--- src/rtl/mul_div_unit.sv ---
// Iterative radix-2 multiply/divide unit holding the architectural HI/LO pair.
// MULT/DIV run 32 iteration cycles plus one fixup cycle; MT*/MF* are serviced in IDLE.
module mul_div_unit #(
  parameter int XLEN  = 32,
  parameter int CNT_W = 6
) (
  input  logic            clk,
  input  logic            reset,
  input  logic            md_valid_i,
  input  logic [5:0]      md_funct_i,
  input  logic [XLEN-1:0] rs_data_i,
  input  logic [XLEN-1:0] rt_data_i,
  output logic [XLEN-1:0] rd_data_o,
  output logic            stall_o,
  output logic            busy_o,
  output logic            done_o
);

  localparam logic [5:0] F_MFHI  = 6'b010000;
  localparam logic [5:0] F_MTHI  = 6'b010001;
  localparam logic [5:0] F_MFLO  = 6'b010010;
  localparam logic [5:0] F_MTLO  = 6'b010011;
  localparam logic [5:0] F_MULT  = 6'b011000;
  localparam logic [5:0] F_MULTU = 6'b011001;
  localparam logic [5:0] F_DIV   = 6'b011010;
  localparam logic [5:0] F_DIVU  = 6'b011011;

  localparam logic [1:0] S_IDLE  = 2'd0;
  localparam logic [1:0] S_ITER  = 2'd1;
  localparam logic [1:0] S_FIXUP = 2'd2;

  localparam logic [XLEN-1:0]  ZERO     = {XLEN{1'b0}};
  localparam logic [XLEN-1:0]  ALL_ONES = {XLEN{1'b1}};
  localparam logic [CNT_W-1:0] CNT_ONE  = {{(CNT_W-1){1'b0}}, 1'b1};
  localparam logic [CNT_W-1:0] CNT_LAST = CNT_W'(XLEN - 1);

  function automatic logic [XLEN-1:0] neg_x(input logic [XLEN-1:0] x);
    return ~x + {{(XLEN-1){1'b0}}, 1'b1};
  endfunction

  function automatic logic [2*XLEN-1:0] neg_2x(input logic [2*XLEN-1:0] x);
    return ~x + {{(2*XLEN-1){1'b0}}, 1'b1};
  endfunction

  // Magnitudes are kept unsigned, so |0x80000000| = 0x80000000 without overflow.
  function automatic logic [XLEN-1:0] abs_x(input logic [XLEN-1:0] x, input logic sgn);
    return sgn ? neg_x(x) : x;
  endfunction

  logic [1:0]       state;
  logic [CNT_W-1:0] cnt;
  logic [XLEN-1:0]  hi;
  logic [XLEN-1:0]  lo;
  logic [XLEN-1:0]  acc_hi;
  logic [XLEN-1:0]  acc_lo;
  logic [XLEN-1:0]  opnd_b;
  logic             op_div;
  logic             op_signed;
  logic             sign_a;
  logic             sign_b;
  logic             div_zero;

  logic             is_mdu;
  logic             is_start;
  logic             start_signed;
  logic [XLEN:0]    mul_sum;
  logic [XLEN:0]    div_shift;
  logic             div_ge;
  logic [XLEN-1:0]  step_hi;
  logic [XLEN-1:0]  step_lo;
  logic [2*XLEN-1:0] prod;
  logic [XLEN-1:0]  fix_hi;
  logic [XLEN-1:0]  fix_lo;

  // Funct decode for the eight MDU instructions.
  always_comb begin
    is_mdu   = 1'b0;
    is_start = 1'b0;
    case (md_funct_i)
      F_MFHI, F_MTHI, F_MFLO, F_MTLO: is_mdu = 1'b1;
      F_MULT, F_MULTU, F_DIV, F_DIVU: begin
        is_mdu   = 1'b1;
        is_start = 1'b1;
      end
      default: begin
        is_mdu   = 1'b0;
        is_start = 1'b0;
      end
    endcase
    start_signed = ~md_funct_i[0];
  end

  // One radix-2 step: shift-add for multiply, restoring shift-subtract for divide.
  always_comb begin
    mul_sum   = {1'b0, acc_hi} + (acc_lo[0] ? {1'b0, opnd_b} : {(XLEN+1){1'b0}});
    div_shift = {acc_hi, acc_lo[XLEN-1]};
    div_ge    = (div_shift >= {1'b0, opnd_b});
    if (op_div) begin
      step_hi = div_ge ? (div_shift[XLEN-1:0] - opnd_b) : div_shift[XLEN-1:0];
      step_lo = {acc_lo[XLEN-2:0], div_ge};
    end else begin
      step_hi = mul_sum[XLEN:1];
      step_lo = {mul_sum[0], acc_lo[XLEN-1:1]};
    end
  end

  // Sign correction applied in the FIXUP cycle; divide-by-zero values pass through raw.
  always_comb begin
    prod = {acc_hi, acc_lo};
    if (div_zero) begin
      fix_hi = acc_hi;
      fix_lo = acc_lo;
    end else if (op_div) begin
      fix_lo = (op_signed && (sign_a ^ sign_b)) ? neg_x(acc_lo) : acc_lo;
      fix_hi = (op_signed && sign_a) ? neg_x(acc_hi) : acc_hi;
    end else if (op_signed && (sign_a ^ sign_b)) begin
      {fix_hi, fix_lo} = neg_2x(prod);
    end else begin
      {fix_hi, fix_lo} = prod;
    end
  end

  // Control FSM, working accumulator and architectural HI/LO.
  always_ff @(posedge clk) begin
    if (reset) begin
      state     <= S_IDLE;
      cnt       <= {CNT_W{1'b0}};
      hi        <= ZERO;
      lo        <= ZERO;
      acc_hi    <= ZERO;
      acc_lo    <= ZERO;
      opnd_b    <= ZERO;
      op_div    <= 1'b0;
      op_signed <= 1'b0;
      sign_a    <= 1'b0;
      sign_b    <= 1'b0;
      div_zero  <= 1'b0;
    end else begin
      case (state)
        S_IDLE: begin
          if (md_valid_i && is_start) begin
            op_div    <= md_funct_i[1];
            op_signed <= start_signed;
            sign_a    <= start_signed & rs_data_i[XLEN-1];
            sign_b    <= start_signed & rt_data_i[XLEN-1];
            opnd_b    <= abs_x(rt_data_i, start_signed & rt_data_i[XLEN-1]);
            cnt       <= {CNT_W{1'b0}};
            if (md_funct_i[1] && (rt_data_i == ZERO)) begin
              div_zero <= 1'b1;
              acc_hi   <= rs_data_i;
              acc_lo   <= ALL_ONES;
              state    <= S_FIXUP;
            end else begin
              div_zero <= 1'b0;
              acc_hi   <= ZERO;
              acc_lo   <= abs_x(rs_data_i, start_signed & rs_data_i[XLEN-1]);
              state    <= S_ITER;
            end
          end else if (md_valid_i && (md_funct_i == F_MTHI)) begin
            hi <= rs_data_i;
          end else if (md_valid_i && (md_funct_i == F_MTLO)) begin
            lo <= rs_data_i;
          end
        end
        S_ITER: begin
          acc_hi <= step_hi;
          acc_lo <= step_lo;
          cnt    <= cnt + CNT_ONE;
          if (cnt == CNT_LAST) begin
            state <= S_FIXUP;
          end
        end
        S_FIXUP: begin
          hi    <= fix_hi;
          lo    <= fix_lo;
          state <= S_IDLE;
        end
        default: state <= S_IDLE;
      endcase
    end
  end

  // Status decode and the MFHI/MFLO read port.
  always_comb begin
    busy_o  = (state != S_IDLE);
    done_o  = (state == S_FIXUP);
    stall_o = md_valid_i & busy_o & is_mdu;
    if (md_valid_i && !busy_o && (md_funct_i == F_MFHI)) begin
      rd_data_o = hi;
    end else if (md_valid_i && !busy_o && (md_funct_i == F_MFLO)) begin
      rd_data_o = lo;
    end else begin
      rd_data_o = ZERO;
    end
  end

endmodule

--- config.mk ---
export PLATFORM = sky130hd
export DESIGN_NAME = mul_div_unit
export DESIGN_NICKNAME = d
export VERILOG_FILES = /design/src/rtl/mul_div_unit.sv
export SDC_FILE = /design/constraint.sdc
export NUM_CORES = 1
export LEC_CHECK = 0
export CAP_MARGIN = 20
export CORE_UTILIZATION = 45
export CTS_CLUSTER_DIAMETER = 150
export DETAILED_ROUTE_END_ITERATION = 10
export PLACE_DENSITY_LB_ADDON = 0.1
export SYNTH_ARGS = -nofsm -noshare
export SYNTH_HDL_FRONTEND = slang
export SYNTH_SLANG_ARGS = --single-unit
--- constraint.sdc ---
create_clock -name clk -period 3.6 [get_ports clk]
set_clock_uncertainty 0.15 [all_clocks]
set_input_delay 0.9 -clock clk [delete_from_list [all_inputs] [get_ports clk]]
set_output_delay 0.9 -clock clk [all_outputs]
set_load 0.005 [all_outputs]
Word-level counts from Yosys, hierarchy flattened
Index checks and enable logic that the tools add are counted.
{"block": "totals", "register_bits": 173, "latch_bits": 0, "ram_bits": 0, "rom_bits": 0, "inputBits": 73, "word_cells": 109, "n_memories": 0}
{"block": "op_classes", "add_sub_neg": 8, "multipliers": 0, "div_mod_pow": 0, "n_lt_le_gt_ge": 1, "n_eq_ne": 17, "shifts": 0, "muxes": 38, "n_bitwise": 11, "reduce_logical": 22}
{"op": "two-way mux 32 bit", "count": 25}
{"op": "one-hot mux 32 bit (2 select lines)", "count": 4}
{"op": "adder 32 x 1 -> 32 bit, second input constant", "count": 4}
{"op": "NOT 32 bit", "count": 4}
{"op": "adder 64 x 1 -> 64 bit, second input constant", "count": 1}
{"op": "NOT 64 bit", "count": 1}
{"op": "equality test 6 x 5 -> 1 bit, second input constant", "count": 9}
{"op": "adder 32 x 32 -> 33 bit", "count": 1}
{"op": "greater-or-equal comparator 33 x 32 -> 1 bit", "count": 1}
{"op": "zero test 32 bit", "count": 1}
{"op": "subtractor 32 bit", "count": 1}
{"op": "inequality test 2 bit, second input constant", "count": 6}
{"op": "one-hot mux 6 bit (2 select lines)", "count": 1}
{"op": "logical AND 1 bit", "count": 9}
{"op": "OR reduction 8 bit", "count": 1}
{"op": "adder 6 x 1 -> 6 bit, second input constant", "count": 1}
{"op": "two-way mux 2 bit", "count": 3}
{"op": "two-way mux 6 bit", "count": 1}
{"op": "AND reduction 2 bit", "count": 3}
{"op": "nonzero test 2 bit", "count": 3}
{"op": "bitwise AND 1 bit", "count": 4}
{"op": "one-hot mux 2 bit (2 select lines)", "count": 1}
{"op": "AND reduction 4 bit", "count": 1}
{"op": "OR reduction 4 bit", "count": 1}
{"op": "8 further kinds", "count": 10}

Depth between registers and ports, before layout
Gate-level depths: netlist of the first run.
{"block": "logic_depth", "depth_word": 6, "mapped_depth": 15, "ltp_nobuf": 14}

Least setup slack after synthesis of the first run
Ideal clock, no wire load.
{"block": "synth_timing", "path_type": "input -> register", "startpoint": "in rt_data_i[0]", "endpoint": "reg acc_hi[19]", "setup_ps": 76, "t_arrival_ps": 3500, "t_required_ps": 3374, "path_slack_ps": -126, "cell_stages": 13, "path_buffers": 2, "cell_sequence": "inv_1 ha_1 or3b_1 or4_1 clkbuf_1 nand4bb_1 or2_0 and2_1 clkbuf_1 nor2_1 o21ai_0 a311oi_1 a21boi_0"}
{"block": "synth_via", "elab_chain_len": 5}
{"item": "start: declaration", "line": "12", "text": "input logic [XLEN-1:0] rt_data_i,"}
{"item": "zero test 32 bit", "line": "148", "text": "if (md_funct_i[1] && (rt_data_i == ZERO)) begin"}
{"item": "logical AND 1 bit", "line": "148"}
{"item": "two-way mux 32 bit", "line": "148"}
{"item": "two-way mux 32 bit", "line": "141", "text": "if (md_valid_i && is_start) begin"}
{"item": "one-hot mux 32 bit (2 select lines)", "line": "139", "text": "case (state)"}
{"item": "end signal: assignment", "line": "150", "text": "acc_hi <= rs_data_i;"}
{"item": "end signal: assignment", "line": "166", "text": "acc_hi <= step_hi;"}
{"item": "end: declaration", "line": "54", "text": "logic [XLEN-1:0] acc_hi;"}
No other way between the ends. The select of a mux whose other input is x is not followed.
A chain may end at the register's enable or synchronous reset.

Worst setup path in the final report of the first run
{"block": "layout_timing", "startpoint": "reg opnd_b[21]", "endpoint": "reg acc_hi[7]"}
{"block": "layout_via", "elab_chain_len": 4}
{"item": "start: declaration", "line": "56", "text": "logic [XLEN-1:0] opnd_b;"}
{"item": "start signal: assignment", "line": "146", "text": "opnd_b <= abs_x(rt_data_i, start_signed & rt_data_i[XLEN-1]);"}
{"item": "greater-or-equal comparator 33 x 32 -> 1 bit", "line": "97", "text": "div_ge = (div_shift >= {1'b0, opnd_b});"}
{"item": "two-way mux 32 bit", "line": "99", "text": "step_hi = div_ge ? (div_shift[XLEN-1:0] - opnd_b) : div_shift[XLEN-1:0];"}
{"item": "two-way mux 32 bit", "line": "98", "text": "if (op_div) begin"}
{"item": "one-hot mux 32 bit (2 select lines)", "line": "139"}
No other way between the ends.

==> results of run 1 <==
metrics by stage:
step                      cells  setup slack (ns)  total power (W)
after floorplan            2053           -0.0726          0.00300
after global placement     2739            -0.437          0.00377
after detailed placement   2740            -0.561          0.00377
after CTS                  2782            0.0168          0.00574
after global routing       2786           -0.0116          0.00599
final                      2786            0.0837          0.00580
how the worst max path moves through the flow:
stage / start / to / slack, ns / depth (start not counted)
6_report: opnd_b[21] / acc_hi[7] / 0.08 / 13
5_1_grt: opnd_b[0] / acc_hi[25] / -0.01 / 15
4_1_cts: rt_data_i[1] / acc_hi[7] / 0.02 / 14
3_5_place_dp: rt_data_i[1] / acc_hi[19] / -0.56 / 12
3_3_place_gp: rt_data_i[0] / acc_hi[22] / -0.44 / 12
2_1_floorplan: rt_data_i[0] / acc_hi[19] / -0.07 / 13
logic make-up (layout without fill, tap and decap cells):
kind of cell	Yosys count	count (layout)	synth area share (%)
simple gates	685	685	21.1
compound gates	667	667	28.6
buf+inv	209	500	5.60
flops	173	173	23.3
xor+xnor	167	167	9.83
mux	81	81	5.58
fa+ha+maj	71	71	6.07
registers in the layout, indices dropped and copies added (netlist names):
| signal | flops |
|---|---|
| acc_hi | 32 |
| acc_lo | 32 |
| hi | 32 |
| lo | 32 |
| opnd_b | 32 |
| cnt | 6 |
| state | 2 |
| div_zero | 1 |
| op_div | 1 |
| op_signed | 1 |
| sign_a | 1 |
| sign_b | 1 |
synth_stat cells (13+ instances only):
library cell / count
a21oi_1: 214
clkbuf_1: 124
dfxtp_1: 173
nor3_1: 44
mux2_2: 16
o41ai_1: 14
a21o_1: 41
xnor2_1: 84
o31ai_1: 27
a211oi_1: 88
mux2i_1: 65
inv_1: 60
nor2_1: 319
nand4_1: 14
or4_1: 15
nand3_1: 37
nand2_1: 150
a31oi_1: 29
xor2_1: 83
a221oi_1: 20
ha_1: 69
o21ai_0: 120
nor4_1: 19
and3_1: 13
final cells by class:
cell class | count | area, um^2
fillers | 3182 | 13400
multi-input cells | 1671 | 11000
flip-flops and latches | 173 | 3470
repair buffers | 407 | 3400
well taps | 442 | 553
clock buffers | 19 | 443
inverters | 61 | 229
clock inverters | 13 | 128
critical path: cells and delay by family, from the launching register on:
kind                       cells  cell delay, ns
muxes                          1            0.33
buffers and inverters          3            0.37
DFF                            1            0.35
and+or+nand+nor                5            1.40
adders and majority gates      1            0.32
AOI/OAI and AO/OA              3            0.44
what timing repair did:
action / 4_1_cts / 5_1_grt
buffers inserted: 6 / 3
pin swaps: 23 / 12
gates resized for setup: 194 / 52
setup endpoints to repair: 61 / 72
hold buffers: 0 / 0
cloned: 4 / 1
metal layers:
metal  part of all wire (%)  up-vias
li1                       -     8007
met1                     44     8165
met2                     44      851
met3                    8.3      129
met4                    3.3        2
met5                   0.22        -
power breakdown:
group / switching, W / internal, W / total (W)
Sequential: 0.0000353 / 0.00195 / 0.00198
Combinational: 0.00108 / 0.000834 / 0.00191
Clock: 0.000916 / 0.000988 / 0.00190
==> metrics.md, run 1 <==
| Metric | Value |
|---|---|
| Status | finished clean |
| Die W | 184 um |
| Num rows | 66 |
| Slew Limit Fails | 0 |
| Layout cells sized above 1 | 20.1% |
| Core box area | 0.0325 mm^2 |
| Fmax | 284 MHz |
| Final ANT Viol Nets | 0 |
| Clock buffer count from CTS | 17 |
| Clock sink total | 173 |
| Commonest non-fill, non-tap cell in the layout | nor2_1 |
| Largest cells by area after synthesis | dfxtp_1 (23%), nor2_1 (8.0%), a21oi_1 (7.2%) |
| Final instance area | 0.0192 mm^2 |
| Routed vias/inst | 6.16 |
| Setup-failing EPs final | 0 |
| Pwr Density | 302 mW/mm^2 |
| Max Buffers Root-to-Sink | 2 |
| Worst-path clk slew | 0.07 ns |
| Global routing's busiest layer | met2 |
| Final Util | 59.0% |
| Reg2reg end | acc_hi[7] |
| Total GRT Usage | 36.9% |
| Die Ht | 184 um |
| Post-route minimum period | 3.52 ns |
| Hold endpoint | opnd_b[31] |
| Synth top area share | 23.3% |
| Fin Setup TNS | 0 ns |
| Synth-to-layout area growth | 28.9% |
| Reg2Reg Depth | 13 |
| CP max FO | 9 |
| Vias in the first global route | 15900 |
| Net count after synthesis | 2197 |
| Most frequent cells in the layout | nor2_1 (293), buf_4 (282), a21oi_1 (212) |
| Syn_area_per_cell | 7.25 um^2 |
| Number of enable flip-flop cells after synthesis | 0 |
| Critical R2R Launch | opnd_b[21] |
| Final Cycle Share | 97.7% |
| Max Cap Viol | 0 |
| Setup CP Type | reg -> reg |
| Placed cell area | 0.0182 mm^2 |
| Root Buffer | clkbuf_16 |
| Area leader, netlist | dfxtp_1 |
| Post-DP HPWL | 48100 um |
| Met2 Use GR | 57.5% |
| GRT overflow | 0 |
| CTS tree | done |
| Drt initial violations | 1951 |
| Hold slack final | 0.303 ns |
| Sequential-to-total area share from yosys stat | 23.3% |
| Register bit total from synthesis | 173 |
| Worst VDD drop | 349 uV |
| CP max stage cell | or4_4 |
| Final #Nets | 2475 |
| Crit end category | flop |
| DR DRC count | 0 |
| Drt first pass iters | 8 |
| Synth Cell Area | 0.0149 mm^2 |
| Routing usage on met3 | 5.43% |
| Largest net degree at the start of global routing | 88 |
| Via count | 17200 |
| DR WL/cell | 22.4 um |
| Crit-path cells | inv_1, ha_1, nand4_1, or4_4, or4_4, nand3_2, a21oi_2, o21ai_4, buf_12, buf_12, mux2_2, a21oi_1, nor3_1 |
| Later-pin clock latency in the skew report | 0.47 ns |
| Min-Delay Path Depth | 2 |
| Most used flip-flop cell after synthesis | dfxtp_1 |
| Starting Density | 45.7% |
| Data arrival, critical path | 3.69 ns |
| Initial antenna violation count | 0 |
| Leakage | 7.88 nW |
| Critical Path RT | 3.77 ns |
| ANT cells | 0 |
| Worst-Margin Slew | 1.01 ns |
| First-pass GRT wire length | 94600 um |
| Rel. slew slack | 32.5% |
| GP Congestion | 1.01 |
| Syn. warnings | 0 |
| Syn Inst Count | 2053 |
| H-tree levels | 4 |
| Met1 usage in global routing | 51.2% |
| Hold_sp | opnd_b[31] |
| R2R setup slack | 0.08 ns |
| Startpoint types | flop |
| Hold Path Class | reg -> reg |
| CP max stage delay | 0.56 ns |
| Yosys cell types | 78 |
| I/O pins | 108 |
| Port Buffers | 107 |
| Final Hold Viols | 0 |
| Die Area | 0.0338 mm^2 |
| Post-synthesis async set-or-reset flop share | 0% |
| Total routed wirelength | 62500 um |
No activity file was read; power rests on OpenSTA's default activity.
==> run 2: changes to the inputs <==
--- a/config.mk
+++ b/config.mk
@@ -5,11 +5,12 @@
 export SDC_FILE = /design/constraint.sdc
 export NUM_CORES = 1
 export LEC_CHECK = 0
-export CAP_MARGIN = 20
+export CAP_MARGIN = 0
 export CORE_UTILIZATION = 45
 export CTS_CLUSTER_DIAMETER = 150
 export DETAILED_ROUTE_END_ITERATION = 10
 export PLACE_DENSITY_LB_ADDON = 0.1
+export RECOVER_POWER = 25
 export SYNTH_ARGS = -nofsm -noshare
 export SYNTH_HDL_FRONTEND = slang
 export SYNTH_SLANG_ARGS = --single-unit
==> run 2 against run 1 <==
  * Core utilization increased by 0.17 points
  * Fmax decreased by 0.17%
  * Hold slack improved by 0.00094 ns
  * Non-clock buffer count unchanged
  * Routed wire length decreased by 0.28%
  * Sequential power about the same
  * Highest routed layer is now met4
  * Largest power group is now clock
  * Register-to-register slack improved by 0.05 ns
  * Setup slack got worse by 0.0060 ns
==> metrics.md, run 2 (synthesized netlist as in run 1, its figures left out) <==
| Metric | Value |
|---|---|
| Status | finished clean |
| Final std cells w/o fill | 2787 (+0.036%) |
| Final Hold Viols | 0 (unchanged) |
| Switch share | 34.4% (-0.58 points) |
| Slew Limit Fails | 0 (unchanged) |
| Die W | 184 um (unchanged) |
| Max Buffers Root-to-Sink | 2 (unchanged) |
| Logic pwr share | 32.1% (-0.9 points) |
| Die Ht | 184 um (unchanged) |
| Fmax | 284 MHz (-0.17%) |
| Net Sw Power | 0.00205 W (+0.83%) |
| Post-route minimum period | 3.52 ns (+0.00598 ns) |
| Final Util | 59.1% (+0.17 points) |
| DR DRC count | 0 (unchanged) |
| I/O pins | 108 (unchanged) |
| Pint | 0.00390 W (+3.4%) |
| Die Area | 0.0338 mm^2 (unchanged) |
| Data arrival, critical path | 3.78 ns (+0.09 ns) |
| Critical Path RT | 3.86 ns (+0.09 ns) |
| Initial antenna violation count | 0 (unchanged) |
| Port Buffers | 107 (unchanged) |
| Core box area | 0.0325 mm^2 (unchanged) |
| Rel. slew slack | 7.28% (-25 points) |
| Hold Path Class | reg -> reg |
| Drt initial violations | 1964 (+0.67%) |
| Reg power frac | 33.3% (-0.9 points) |
| Synth-to-layout area growth | 29.2% |
| DR WL/cell | 22.4 um (-0.32%) |
| Leakage | 7.89 nW (about the same) |
| Post-DP HPWL | 48000 um (-0.15%) |
| Hold buffer count at cts | 0 (unchanged) |
| Clock sink total | 173 (unchanged) |
| Final #Nets | 2475 (unchanged) |
| Max Cap Viol | 0 (unchanged) |
| Total GRT Usage | 36.7% (-0.15 points) |
| Drt first pass iters | 6 (-2) |
| CP max FO | 7 (-2) |
| H-tree levels | 4 (unchanged) |
| Final Cycle Share | 97.8% (+0.17 points) |
| Total power | 0.00594 W (+2.5%) |
| Most frequent cells in the layout | nor2_1 (292), buf_4 (277), a21oi_1 (208) |
| Vias in the first global route | 15800 (-0.79%) |
| First-pass GRT wire length | 94000 um (-0.64%) |
| Clock Power Share | 34.6% (+1.8 points) |
| Startpoint types | input port |
| Layout cells sized above 1 | 20.3% (+0.26 points) |
| Via count | 17100 (-0.55%) |
| GRT overflow | 0 (unchanged) |
| Later-pin clock latency in the skew report | 0.47 ns (about the same) |
| Setup CP Type | in -> reg |
| Num rows | 66 (unchanged) |
| Pwr Density | 309 mW/mm^2 (+2.2%) |
| Worst VDD drop | 381 uV (+9.3%) |
| Crit end category | flop |
| Total routed wirelength | 62300 um (-0.28%) |
| Largest net degree at the start of global routing | 88 (unchanged) |
| Fin Setup TNS | 0 ns (unchanged) |
| Clock buffer count from CTS | 17 (unchanged) |
| Root Buffer | clkbuf_16 |
| Routed vias/inst | 6.12 (-0.58%) |
| Worst-path clk slew | 0.07 ns (about the same) |
| Starting Density | 45.7% (unchanged) |
| R2R setup slack | 0.13 ns (+0.05 ns) |
| Setup-failing EPs final | 0 (unchanged) |
| Final ANT Viol Nets | 0 (unchanged) |
| CTS tree | done |
| Worst-Margin Slew | 1.39 ns (+0.377 ns) |
| Dpl cells | 2739 (-0.036%) |
| GP Congestion | 1.01 (unchanged) |
| Commonest non-fill, non-tap cell in the layout | nor2_1 |
[run 2: cell type report]
| cell class | instances | area, um^2 |
|---|---|---|
| Multi-Input combinational cell | 1671 | 11000 |
| Sequential cell | 173 | 3470 |
| Timing Repair Buffer | 407 | 3380 |
| Clock inverter | 15 | 203 |
| Fill cell | 3158 | 13300 |
| Inverter | 61 | 229 |
| Antenna cell | 1 | 2.50 |
| Clock buffer | 17 | 425 |
| Tap cell | 442 | 553 |
[run 2: timing repair]
action                                 CTS  global route
buffers inserted                         5             5
setup endpoints to repair               62            66
resized for setup                      193            56
cloned                                   4             1
endpoints found under the hold margin    0             0
pin swaps                               13            19
[run 2: worst max-delay path: stages]
cell and delay, ns:
clkdlybuf4s50_1 0.44, inv_2 0.07, ha_2 0.17, or3b_4 0.38, or4_4 0.43, buf_4 0.17
nor2_1 0.11, nand3_2 0.14, nor3_4 0.25, buf_4 0.18, clkbuf_16 0.15, a221oi_1 0.07
nor2_1 0.17, o21a_1 0.14
[run 2: power by group through the flow]
stage | Clock (W) | Sequential (W) | Combinational (W)
6_report | 0.00206 | 0.00198 | 0.00191
5_1_grt | 0.00215 | 0.00198 | 0.00202
4_1_cts | 0.00208 | 0.00198 | 0.00183
3_5_place_dp | 0 | 0.00202 | 0.00175
3_3_place_gp | 0 | 0.00202 | 0.00174
2_1_floorplan | 0 | 0.00202 | 0.000984
[run 2: path summary, 6_finish.rpt]
check,startpoint,endpoint,depth (start not counted)
hold reg to reg,hi[8],hi[8],2
setup / recovery,rt_data_i[1],acc_hi[23],14
hold / removal,hi[8],hi[8],2
setup reg to reg,opnd_b[15],acc_hi[27],13
[run 2: layer usage]
metal	GRT usage, %	vias up	share of wire (%)	routed length, um
met5	0	-	0	0
met4	12.2	0	2.9	1810
met3	4.58	122	7.9	4910
met2	58.3	751	44	27600
met1	51.1	8169	45	28000
li1	-	8018	-	-
[run 2: metrics by stage]
step / instance area (um^2) / hold slack (ns) / worst slack (ns)
final: 19200 / 0.304 / 0.0777
after global routing: 19200 / 0.325 / -0.0387
after CTS: 19000 / 0.305 / 0.00175
after global placement: 18200 / 0.285 / -0.437
after detailed placement: 18200 / 0.288 / -0.577
after floorplan: 14900 / 0.269 / -0.0726
